$ cat src/rtl/leaf_stream_sender_if.sv
// leaf_stream_sender_if: user word stream, BFT packet ports and credit status of a leaf sender.
// master is the sender side; slave is the user/network side.
interface leaf_stream_sender_if #(
    parameter int PACKET_BITS        = 49,
    parameter int PAYLOAD_BITS       = 32,
    parameter int NUM_BRAM_ADDR_BITS = 7
);
    logic [PAYLOAD_BITS-1:0]     din_leaf_user2interface;
    logic                        vld_user2interface;
    logic                        ack_interface2user;
    logic [PACKET_BITS-1:0]      din_leaf_bft2interface;
    logic [PACKET_BITS-1:0]      dout_leaf_interface2bft;
    logic                        resend;
    logic [NUM_BRAM_ADDR_BITS:0] credit;
    logic                        credit_err;

    modport master (
        input  din_leaf_user2interface, vld_user2interface, din_leaf_bft2interface, resend,
        output ack_interface2user, dout_leaf_interface2bft, credit, credit_err
    );
    modport slave (
        output din_leaf_user2interface, vld_user2interface, din_leaf_bft2interface, resend,
        input  ack_interface2user, dout_leaf_interface2bft, credit, credit_err
    );
endinterface

$ cat src/rtl/leaf_stream_sender.sv
// leaf_stream_sender: packs user words into BFT packets with a rolling write address,
// gated by a credit counter replenished by credit-return packets from the receiver.
module leaf_stream_sender #(
    parameter int PACKET_BITS           = 49,
    parameter int PAYLOAD_BITS          = 32,
    parameter int NUM_LEAF_BITS         = 5,
    parameter int NUM_PORT_BITS         = 4,
    parameter int NUM_ADDR_BITS         = 7,
    parameter int NUM_BRAM_ADDR_BITS    = 7,
    parameter int FREESPACE_UPDATE_SIZE = 64,
    parameter int SELF_LEAF             = 0,
    parameter int SRC_PORT              = 1,
    parameter int DEST_LEAF             = 1,
    parameter int DEST_PORT             = 1
) (
    input logic clk,
    input logic reset,
    leaf_stream_sender_if.master bus
);
    localparam int CW = NUM_BRAM_ADDR_BITS + 1;
    localparam int PORT_MSB = PACKET_BITS - 2 - NUM_LEAF_BITS;
    localparam logic [CW:0] CMAX = {2'b01, {NUM_BRAM_ADDR_BITS{1'b0}}};
    localparam logic [CW:0] CUPD = (CW + 1)'(FREESPACE_UPDATE_SIZE);

    typedef enum logic [1:0] {RUN, NO_CREDIT, HOLD} state_t;

    state_t state, state_nxt;
    logic [CW-1:0] credit, credit_nxt;
    logic [CW:0] sum;
    logic [NUM_ADDR_BITS-1:0] wr_addr;
    logic [PACKET_BITS-1:0] dout;
    logic credit_err, err_nxt, xfer, cret, ack;
    logic [PACKET_BITS-1:0] din;
    logic unused_din;

    assign din = bus.din_leaf_bft2interface;
    assign unused_din = ^din[PORT_MSB-NUM_PORT_BITS:NUM_PORT_BITS];
    assign cret = din[PACKET_BITS-1]
               && din[PACKET_BITS-2 -: NUM_LEAF_BITS] == NUM_LEAF_BITS'(SELF_LEAF)
               && din[PORT_MSB -: NUM_PORT_BITS] == '0
               && din[NUM_PORT_BITS-1:0] == NUM_PORT_BITS'(SRC_PORT);
    // reset is folded in so ack stays low while the block is held in reset
    assign ack = !reset && state == RUN && credit != '0 && !bus.resend;
    assign xfer = ack && bus.vld_user2interface;

    always_comb begin
        sum = {1'b0, credit} - (CW + 1)'(xfer) + (cret ? CUPD : '0);
        credit_nxt = sum > CMAX ? CMAX[CW-1:0] : sum[CW-1:0];
        err_nxt = credit_err || sum > CMAX;
        state_nxt = bus.resend ? HOLD : credit_nxt == '0 ? NO_CREDIT : RUN;
    end

    always_ff @(posedge clk or posedge reset) begin
        if (reset) state <= RUN;
        else state <= state_nxt;
    end

    always_ff @(posedge clk or posedge reset) begin
        if (reset) begin
            credit <= CMAX[CW-1:0];
            credit_err <= 1'b0;
            wr_addr <= '0;
            dout <= '0;
        end else begin
            credit <= credit_nxt;
            credit_err <= err_nxt;
            wr_addr <= wr_addr + NUM_ADDR_BITS'(xfer);
            dout <= xfer ? {1'b1, NUM_LEAF_BITS'(DEST_LEAF), NUM_PORT_BITS'(DEST_PORT), wr_addr,
                            bus.din_leaf_user2interface} : '0;
        end
    end

    assign bus.ack_interface2user = ack;
    assign bus.dout_leaf_interface2bft = dout;
    assign bus.credit = credit;
    assign bus.credit_err = credit_err;
endmodule

$ cat src/flat_wrapper.sv
// flat-port wrapper written by rule: the top's interface ports become plain ports
module leaf_stream_sender_flat 
#(
    parameter int PACKET_BITS           = 49,
    parameter int PAYLOAD_BITS          = 32,
    parameter int NUM_LEAF_BITS         = 5,
    parameter int NUM_PORT_BITS         = 4,
    parameter int NUM_ADDR_BITS         = 7,
    parameter int NUM_BRAM_ADDR_BITS    = 7,
    parameter int FREESPACE_UPDATE_SIZE = 64,
    parameter int SELF_LEAF             = 0,
    parameter int SRC_PORT              = 1,
    parameter int DEST_LEAF             = 1,
    parameter int DEST_PORT             = 1
)
  (clk, reset, bus_din_leaf_user2interface, bus_vld_user2interface, bus_din_leaf_bft2interface, bus_resend, bus_ack_interface2user, bus_dout_leaf_interface2bft, bus_credit, bus_credit_err);
  leaf_stream_sender_if #(.PACKET_BITS(PACKET_BITS), .PAYLOAD_BITS(PAYLOAD_BITS), .NUM_BRAM_ADDR_BITS(NUM_BRAM_ADDR_BITS)) bus_i ();
  input logic clk;
  input logic reset;
  input wire logic [$bits(bus_i.din_leaf_user2interface)-1:0] bus_din_leaf_user2interface;
  input wire logic [$bits(bus_i.vld_user2interface)-1:0] bus_vld_user2interface;
  input wire logic [$bits(bus_i.din_leaf_bft2interface)-1:0] bus_din_leaf_bft2interface;
  input wire logic [$bits(bus_i.resend)-1:0] bus_resend;
  output wire logic [$bits(bus_i.ack_interface2user)-1:0] bus_ack_interface2user;
  output wire logic [$bits(bus_i.dout_leaf_interface2bft)-1:0] bus_dout_leaf_interface2bft;
  output wire logic [$bits(bus_i.credit)-1:0] bus_credit;
  output wire logic [$bits(bus_i.credit_err)-1:0] bus_credit_err;
  assign bus_i.din_leaf_user2interface = bus_din_leaf_user2interface;
  assign bus_i.vld_user2interface = bus_vld_user2interface;
  assign bus_i.din_leaf_bft2interface = bus_din_leaf_bft2interface;
  assign bus_i.resend = bus_resend;
  assign bus_ack_interface2user = bus_i.ack_interface2user;
  assign bus_dout_leaf_interface2bft = bus_i.dout_leaf_interface2bft;
  assign bus_credit = bus_i.credit;
  assign bus_credit_err = bus_i.credit_err;
  leaf_stream_sender #(.PACKET_BITS(PACKET_BITS), .PAYLOAD_BITS(PAYLOAD_BITS), .NUM_LEAF_BITS(NUM_LEAF_BITS), .NUM_PORT_BITS(NUM_PORT_BITS), .NUM_ADDR_BITS(NUM_ADDR_BITS), .NUM_BRAM_ADDR_BITS(NUM_BRAM_ADDR_BITS), .FREESPACE_UPDATE_SIZE(FREESPACE_UPDATE_SIZE), .SELF_LEAF(SELF_LEAF), .SRC_PORT(SRC_PORT), .DEST_LEAF(DEST_LEAF), .DEST_PORT(DEST_PORT)) u_core (.clk(clk), .reset(reset), .bus(bus_i));
endmodule
$ cat config.mk
export PLATFORM = sky130hd
export DESIGN_NAME = leaf_stream_sender_flat
export DESIGN_NICKNAME = d
export VERILOG_FILES = /design/src/rtl/leaf_stream_sender_if.sv /design/src/rtl/leaf_stream_sender.sv /design/src/flat_wrapper.sv
export SDC_FILE = /design/constraint.sdc
export NUM_CORES = 1
export LEC_CHECK = 0
export CAP_MARGIN = 10
export CORE_MARGIN = 4
export CORE_UTILIZATION = 34
export CTS_CLUSTER_DIAMETER = 80
export DETAILED_ROUTE_END_ITERATION = 6
export PLACE_DENSITY = 0.86
export SLEW_MARGIN = 20
export SYNTH_ARGS = -nofsm -noshare
export SYNTH_HDL_FRONTEND = slang
export SYNTH_SLANG_ARGS = --single-unit
$ cat constraint.sdc
create_clock -name clk -period 3.06 [get_ports clk]
set_input_delay 0.459 -clock clk [delete_from_list [all_inputs] [get_ports clk]]
set_output_delay 0.459 -clock clk [all_outputs]
set_load 0.03 [all_outputs]
* Yosys cells after proc, flatten, opt, wreduce, memory -nomap -nowiden
Cells that the tools add are included. W data, S select, Z words.
Operators by class: eq/ne operators 1, muxes and demuxes 5, reductions and logical operators 15, $add $sub $neg 3, $lt $le $gt $ge 1
Operators with widths (count):
- $mux W49 | 1
- $add A9 B9 Y9 | 1
- $gt A9 B8 Y1 const B | 1
- $sub A8 B1 Y9 | 1
- $logic_not A8 Y1 | 1
- $mux W8 | 1
- $reduce_bool A8 Y1 | 1
- $add A7 B1 Y7 | 1
- $logic_and A1 B1 Y1 | 7
- $mux W7 | 1
- $logic_not A5 Y1 | 1
- $eq A4 B1 Y1 const B | 1
- $logic_not A4 Y1 | 1
- $logic_not A1 Y1 | 2
- $logic_not A2 Y1 | 1
- $mux W2 | 1
- $logic_or A1 B1 Y1 | 1
- $mux W1 | 1
Word-level totals: register bits after elaboration 67, input bits 85

* Depth between registers and ports, before layout
Gate-level depths: netlist of run 1.
depth in word-level cells 12, depth in mapped cells 15, depth with buffers taken out 14

* Least setup slack after synthesis of run 1
No wires, ideal clock.
path kind input port to flip-flop, from in bus_resend, to reg u_core.credit_err (netlist: u_core.bus.credit_err), stages on the path 12, arrival 3262 ps, slack -326 ps, setup time 124 ps, path through or4_1 a31oi_1 buf_2 and2_1 ha_1 inv_1 ha_1 a211o_1 a311oi_2 a21oi_1 xnor2_4 a211o_1
On the way: word-level cells in the longest chain between the ends 7
Ends and longest elaborated chain:
- start, declared | RTL line flat_wrapper.sv:23 | input wire logic [$bits(bus_i.resend)-1:0] bus_resend;
- $logic_not A1 Y1 | RTL line leaf_stream_sender.sv:43 | assign ack = !reset && state == RUN && credit != '0 && !bus.resend;
- $logic_and A1 B1 Y1 | RTL line leaf_stream_sender.sv:43
- via bus_ack_interface2user | RTL line flat_wrapper.sv:24 | output wire logic [$bits(bus_i.ack_interface2user)-1:0] bus_ack_interface2user;
- $logic_and A1 B1 Y1 | RTL line leaf_stream_sender.sv:44 | assign xfer = ack && bus.vld_user2interface;
- via u_core.xfer | RTL line leaf_stream_sender.sv:32 | logic credit_err, err_nxt, xfer, cret, ack;
- $sub A8 B1 Y9 | RTL line leaf_stream_sender.sv:47 | sum = {1'b0, credit} - (CW + 1)'(xfer) + (cret ? CUPD : '0);
- $add A9 B9 Y9 | RTL line leaf_stream_sender.sv:47
- $gt A9 B8 Y1 | RTL line leaf_stream_sender.sv:49 | err_nxt = credit_err || sum > CMAX;
- $logic_or A1 B1 Y1 | RTL line leaf_stream_sender.sv:49
- via u_core.err_nxt | RTL line leaf_stream_sender.sv:32
- end signal, assigned | RTL line leaf_stream_sender.sv:66 | credit_err <= err_nxt;
- end, declared | RTL line leaf_stream_sender.sv:32
The timed path passes the listed nets, and every way through them passes these cells.

* Final worst setup path of run 1
from reg u_core.state[1], to reg u_core.state[0]
On the way: word-level cells in the longest chain between the ends 12
Ends and longest elaborated chain:
- start, declared | RTL line leaf_stream_sender.sv:27 | state_t state, state_nxt;
- start signal, assigned | RTL line leaf_stream_sender.sv:55 | else state <= state_nxt;
- $logic_not A2 Y1 (*) | RTL line leaf_stream_sender.sv:43
- $logic_and A1 B1 Y1 (*) (3 in series) | RTL line leaf_stream_sender.sv:43
- $logic_and A1 B1 Y1 (*) | RTL line leaf_stream_sender.sv:44
- via u_core.xfer | RTL line leaf_stream_sender.sv:32
- $sub A8 B1 Y9 (*) | RTL line leaf_stream_sender.sv:47
- $add A9 B9 Y9 (*) | RTL line leaf_stream_sender.sv:47
- $gt A9 B8 Y1 | RTL line leaf_stream_sender.sv:48 | credit_nxt = sum > CMAX ? CMAX[CW-1:0] : sum[CW-1:0];
- $mux W8 (*) | RTL line leaf_stream_sender.sv:48
- $logic_not A8 Y1 (*) | RTL line leaf_stream_sender.sv:50 | state_nxt = bus.resend ? HOLD : credit_nxt == '0 ? NO_CREDIT : RUN;
- $mux W1 (*) | RTL line leaf_stream_sender.sv:50
- $mux W2 (*) | RTL line leaf_stream_sender.sv:50
- via u_core.state_nxt[0] | RTL line leaf_stream_sender.sv:27
The timed path passes the listed nets; every way through them passes the cells marked *.

==> impl_metrics.env, run 1 <==
export IMPL_die_area_sq_mm=0.00860
export IMPL_min_from="bus_resend"
export IMPL_final_area_sq_mm=0.00423
export IMPL_clk_latency_ns=0.32
export IMPL_stdcell_count=438
export IMPL_hold_path_class="input pin to flop"
export IMPL_wl_um=6570
export IMPL_finish_utilization_pct=61.6
export IMPL_finalSetupViolCount=5
export IMPL_num_vias=1993
export IMPL_place_area_sq_mm=0.00379
export IMPL_violations="negative setup slack"
export IMPL_drc_errors=0
export IMPL_ioPinCount=144
export IMPL_clockBufferDepth=2
export IMPL_async_reset_ff_share_pct=100
export IMPL_startpoint_type="flop"
export IMPL_drtIter0Drc=48
export IMPL_setup_ws_ns=-0.0978
export IMPL_die_width_um=92.7
export IMPL_grt_max_degree=42
export IMPL_crit_start="u_core.state[1]$_DFF_PP0_"
export IMPL_nFillCells=518
export IMPL_synth_largest_area_cell="dfrtp_1"
export IMPL_max_slew_margin_rel_pct=42.8
export IMPL_cp_arrival_ns=3.38
export IMPL_ant_nets=0
export IMPL_syn_inst=198
export IMPL_path_clk_slew_ns=0.07
export IMPL_cts_buffers=9
export IMPL_cp_required_ns=3.28
export IMPL_syn_area_sq_mm=0.00244
export IMPL_grt_first_pass_wirelength_um=10100
export IMPL_slew_viol_final=0
export IMPL_crit_type="flop to flop"
export IMPL_fin_crit_ns=3.16
export IMPL_synth_top_area_share_pct=58.4
export IMPL_skew_ns=0.00769
export IMPL_r2r_start="u_core.state[1]$_DFF_PP0_"
export IMPL_crit_fanout=2
export IMPL_cp_slowest_cell="or4_4"
export IMPL_fin_crit_sh_pct=103
export IMPL_vias_per_cell=4.55
export IMPL_grt_use_total_pct=15.1
export IMPL_synth_area_leaders="dfrtp_1, and3_1, ha_1"
export IMPL_rsz0062_at_grt="yes"
export IMPL_yosysWarnings=0
export IMPL_dp_cells=410
export IMPL_status="finished, violations left"
export IMPL_crit_buf_inv=3
export IMPL_grt_overflow_total=0
export IMPL_ir_worst_vdd_uv=602
export IMPL_die_h_um=92.7
export IMPL_critical_path_top_delay_family="simple AND/OR/NAND/NOR gates"
export IMPL_cpPeakStageDelay_ns=0.52
export IMPL_core_sq_mm=0.00687
export IMPL_rows=30
export IMPL_grt_pass1_vias=2087
export IMPL_nNetsFinal=436
export IMPL_path_cells="or4_4 > a31oi_4 > and2_4 > ha_4 > inv_2 > ha_4 > buf_4 > a211o_1 > a311oi_4 > xor2_1 > nand4_1 > buf_4 > nor4_2"
export IMPL_cts_sinks=58
export IMPL_start_util_pct=35.5
export IMPL_worst_pin_slew_ns=0.857
export IMPL_synth_flop_cell="dfrtp_1"
export IMPL_max_freq_ghz=0.317
export IMPL_gp_congestion=0.857
export IMPL_antenna_found_initial=0
export IMPL_fin_hold_ws_ns=0.425
export IMPL_wl_per_cell_um=15.0
export IMPL_hold_viol=0
export IMPL_cts_tree="done"
export IMPL_leakagePower_nw=2.04
export IMPL_diodes=0
export IMPL_syn_avg_cell_area_sq_um=12.3
export IMPL_ys_seq_area_share_pct=59.5
export IMPL_synth_edf_count=0
export IMPL_max_cap_viol_count=0
export IMPL_crit_path_end_kind="flop"
export IMPL_synth_cell_types=37
export IMPL_drive_above_1_share_pct=24.9
export IMPL_ys_ff_latch=58
export IMPL_h_tree_depth=3
export IMPL_io_buffer_count=101
export IMPL_dp_hpwl_um=4700
export IMPL_dp_slack_ns=-0.447
export IMPL_cts_root_buf="clkbuf_8"
export IMPL_synthToLayoutAreaGrowth_pct=73.4
export IMPL_dr_pass1_iters=4
export IMPL_power_density_mw_per_mm2=894
routing by layer:
metal / vias up / global-route usage (%) / part of all wire, %
met1: 970 / 18.5 / 43
li1: 944 / - / -
met5: - / 0 / 0
met4: 0 / 5.49 / 0.96
met2: 73 / 25.4 / 51
met3: 6 / 4.06 / 5.4
layout make-up:
class / count / area, sq um / area share (%)
Sequential cell: 58 / 1460 / 34.4
Inverter: 14 / 52.6 / 1.24
Tap cell: 96 / 120 / 2.84
Clock inverter: 4 / 73.8 / 1.74
Clock buffer: 12 / 155 / 3.66
Timing Repair Buffer: 138 / 1320 / 31.3
Multi-Input combinational cell: 116 / 1050 / 24.8
what timing repair did:
| item | in CTS | in global routing |
|---|---|---|
| gates resized for setup | 9 | 11 |
| endpoints found under the setup margin | 7 | 10 |
| setup buffers | 3 | 8 |
| pin swaps | 4 | 10 |
| cloned | 0 | 1 |
| hold buffers | 0 | 0 |
synth_stat cells (2+ instances only):
| master | number |
|---|---|
| a211o_1 | 2 |
| xor2_1 | 3 |
| dfrtp_1 | 57 |
| inv_1 | 14 |
| ha_1 | 13 |
| nand3_1 | 4 |
| and2_1 | 2 |
| nor3_1 | 6 |
| clkbuf_1 | 7 |
| xnor2_1 | 6 |
| nand4_1 | 2 |
| nor4b_1 | 2 |
| nor2_1 | 4 |
| buf_4 | 9 |
| and3_1 | 39 |
| nand2_1 | 2 |
| a21oi_1 | 3 |
| nor4_1 | 3 |
| nor2b_1 | 2 |
worst paths after layout:
check | endpoint | slack (ns) | depth (start not counted)
hold / removal | u_core.state[1]$_DFF_PP0_ | 0.42 | 2
max in group asynchronous | u_core.bus.dout_leaf_interface2bft[9]$_DFF_PP0_ | 1.90 | 4
min in group asynchronous | u_core.wr_addr[0]$_DFF_PP0_ | 0.47 | 3
setup / recovery | u_core.state[0]$_DFF_PP0_ | -0.1 | 13
hold reg to reg | u_core.wr_addr[6]$_DFF_PP0_ | 0.48 | 1
setup reg to reg | u_core.state[0]$_DFF_PP0_ | -0.1 | 13
metrics by stage:
stage          power, W  TNS (ns)
6_report        0.00379    -0.311
5_1_grt         0.00397     -1.22
4_1_cts         0.00337    -0.136
3_5_place_dp    0.00240     -3.36
3_3_place_gp    0.00236     -2.64
2_1_floorplan   0.00180    -0.131
power by group:
group	internal, W	total, W	switching [W]
Sequential	0.000856	0.000908	0.0000520
Clock	0.000503	0.000794	0.000291
Combinational	0.00110	0.00208	0.000985
logic make-up after synthesis:
group                    count (synthesis)  synth area share, %
AO/OA/AOI/OAI                           10                 3.54
XOR/XNOR                                10                 4.36
adder cells (fa/ha/maj)                 14                 7.48
buffers and inverters                   31                 6.20
flip-flops                              58                 59.5
other                                    1                0.154
AND/OR/NAND/NOR                         74                 18.8
sequential cells by signal (all words and copies together) (netlist names):
register                            cells
u_core.bus.credit_err                   1
u_core.bus.dout_leaf_interface2bft     40
u_core.state                            2
u_core.wr_addr                          7
u_core.bus.credit                       8
cell usage in the layout (no fill, tap or decap), drive strengths merged:
cell type,instances
inv,14
o21a,1
or2,1
dlymetal6s2s,2
nand3,4
xnor2,8
o311ai,1
conb,7
a211o,2
a21oi,3
buf,38
a311oi,1
clkbuf,12
nor4,3
clkdlybuf4s50,98
bufinv,2
nor3b,1
nand4,2
fa,1
a31oi,1
ha,13
nand2,2
nor4b,2
nor2b,2
a221oi,1
and2,2
xor2,3
dfrtp,57
dfstp,1
and4b,1
or4,1
and3,39
or3b,1
nor2,4
nand2b,2
clkinv,2
nor3,6
and2b,1
Power figures use the tool's default switching activity.
==> inputs of run 2 (changes only) <==
- CAP_MARGIN: 10 -> not set
- GPL_ROUTABILITY_DRIVEN: not set -> 0
==> results of run 2 <==
The final DEF is identical to that of run 1; final timing and power are the same.
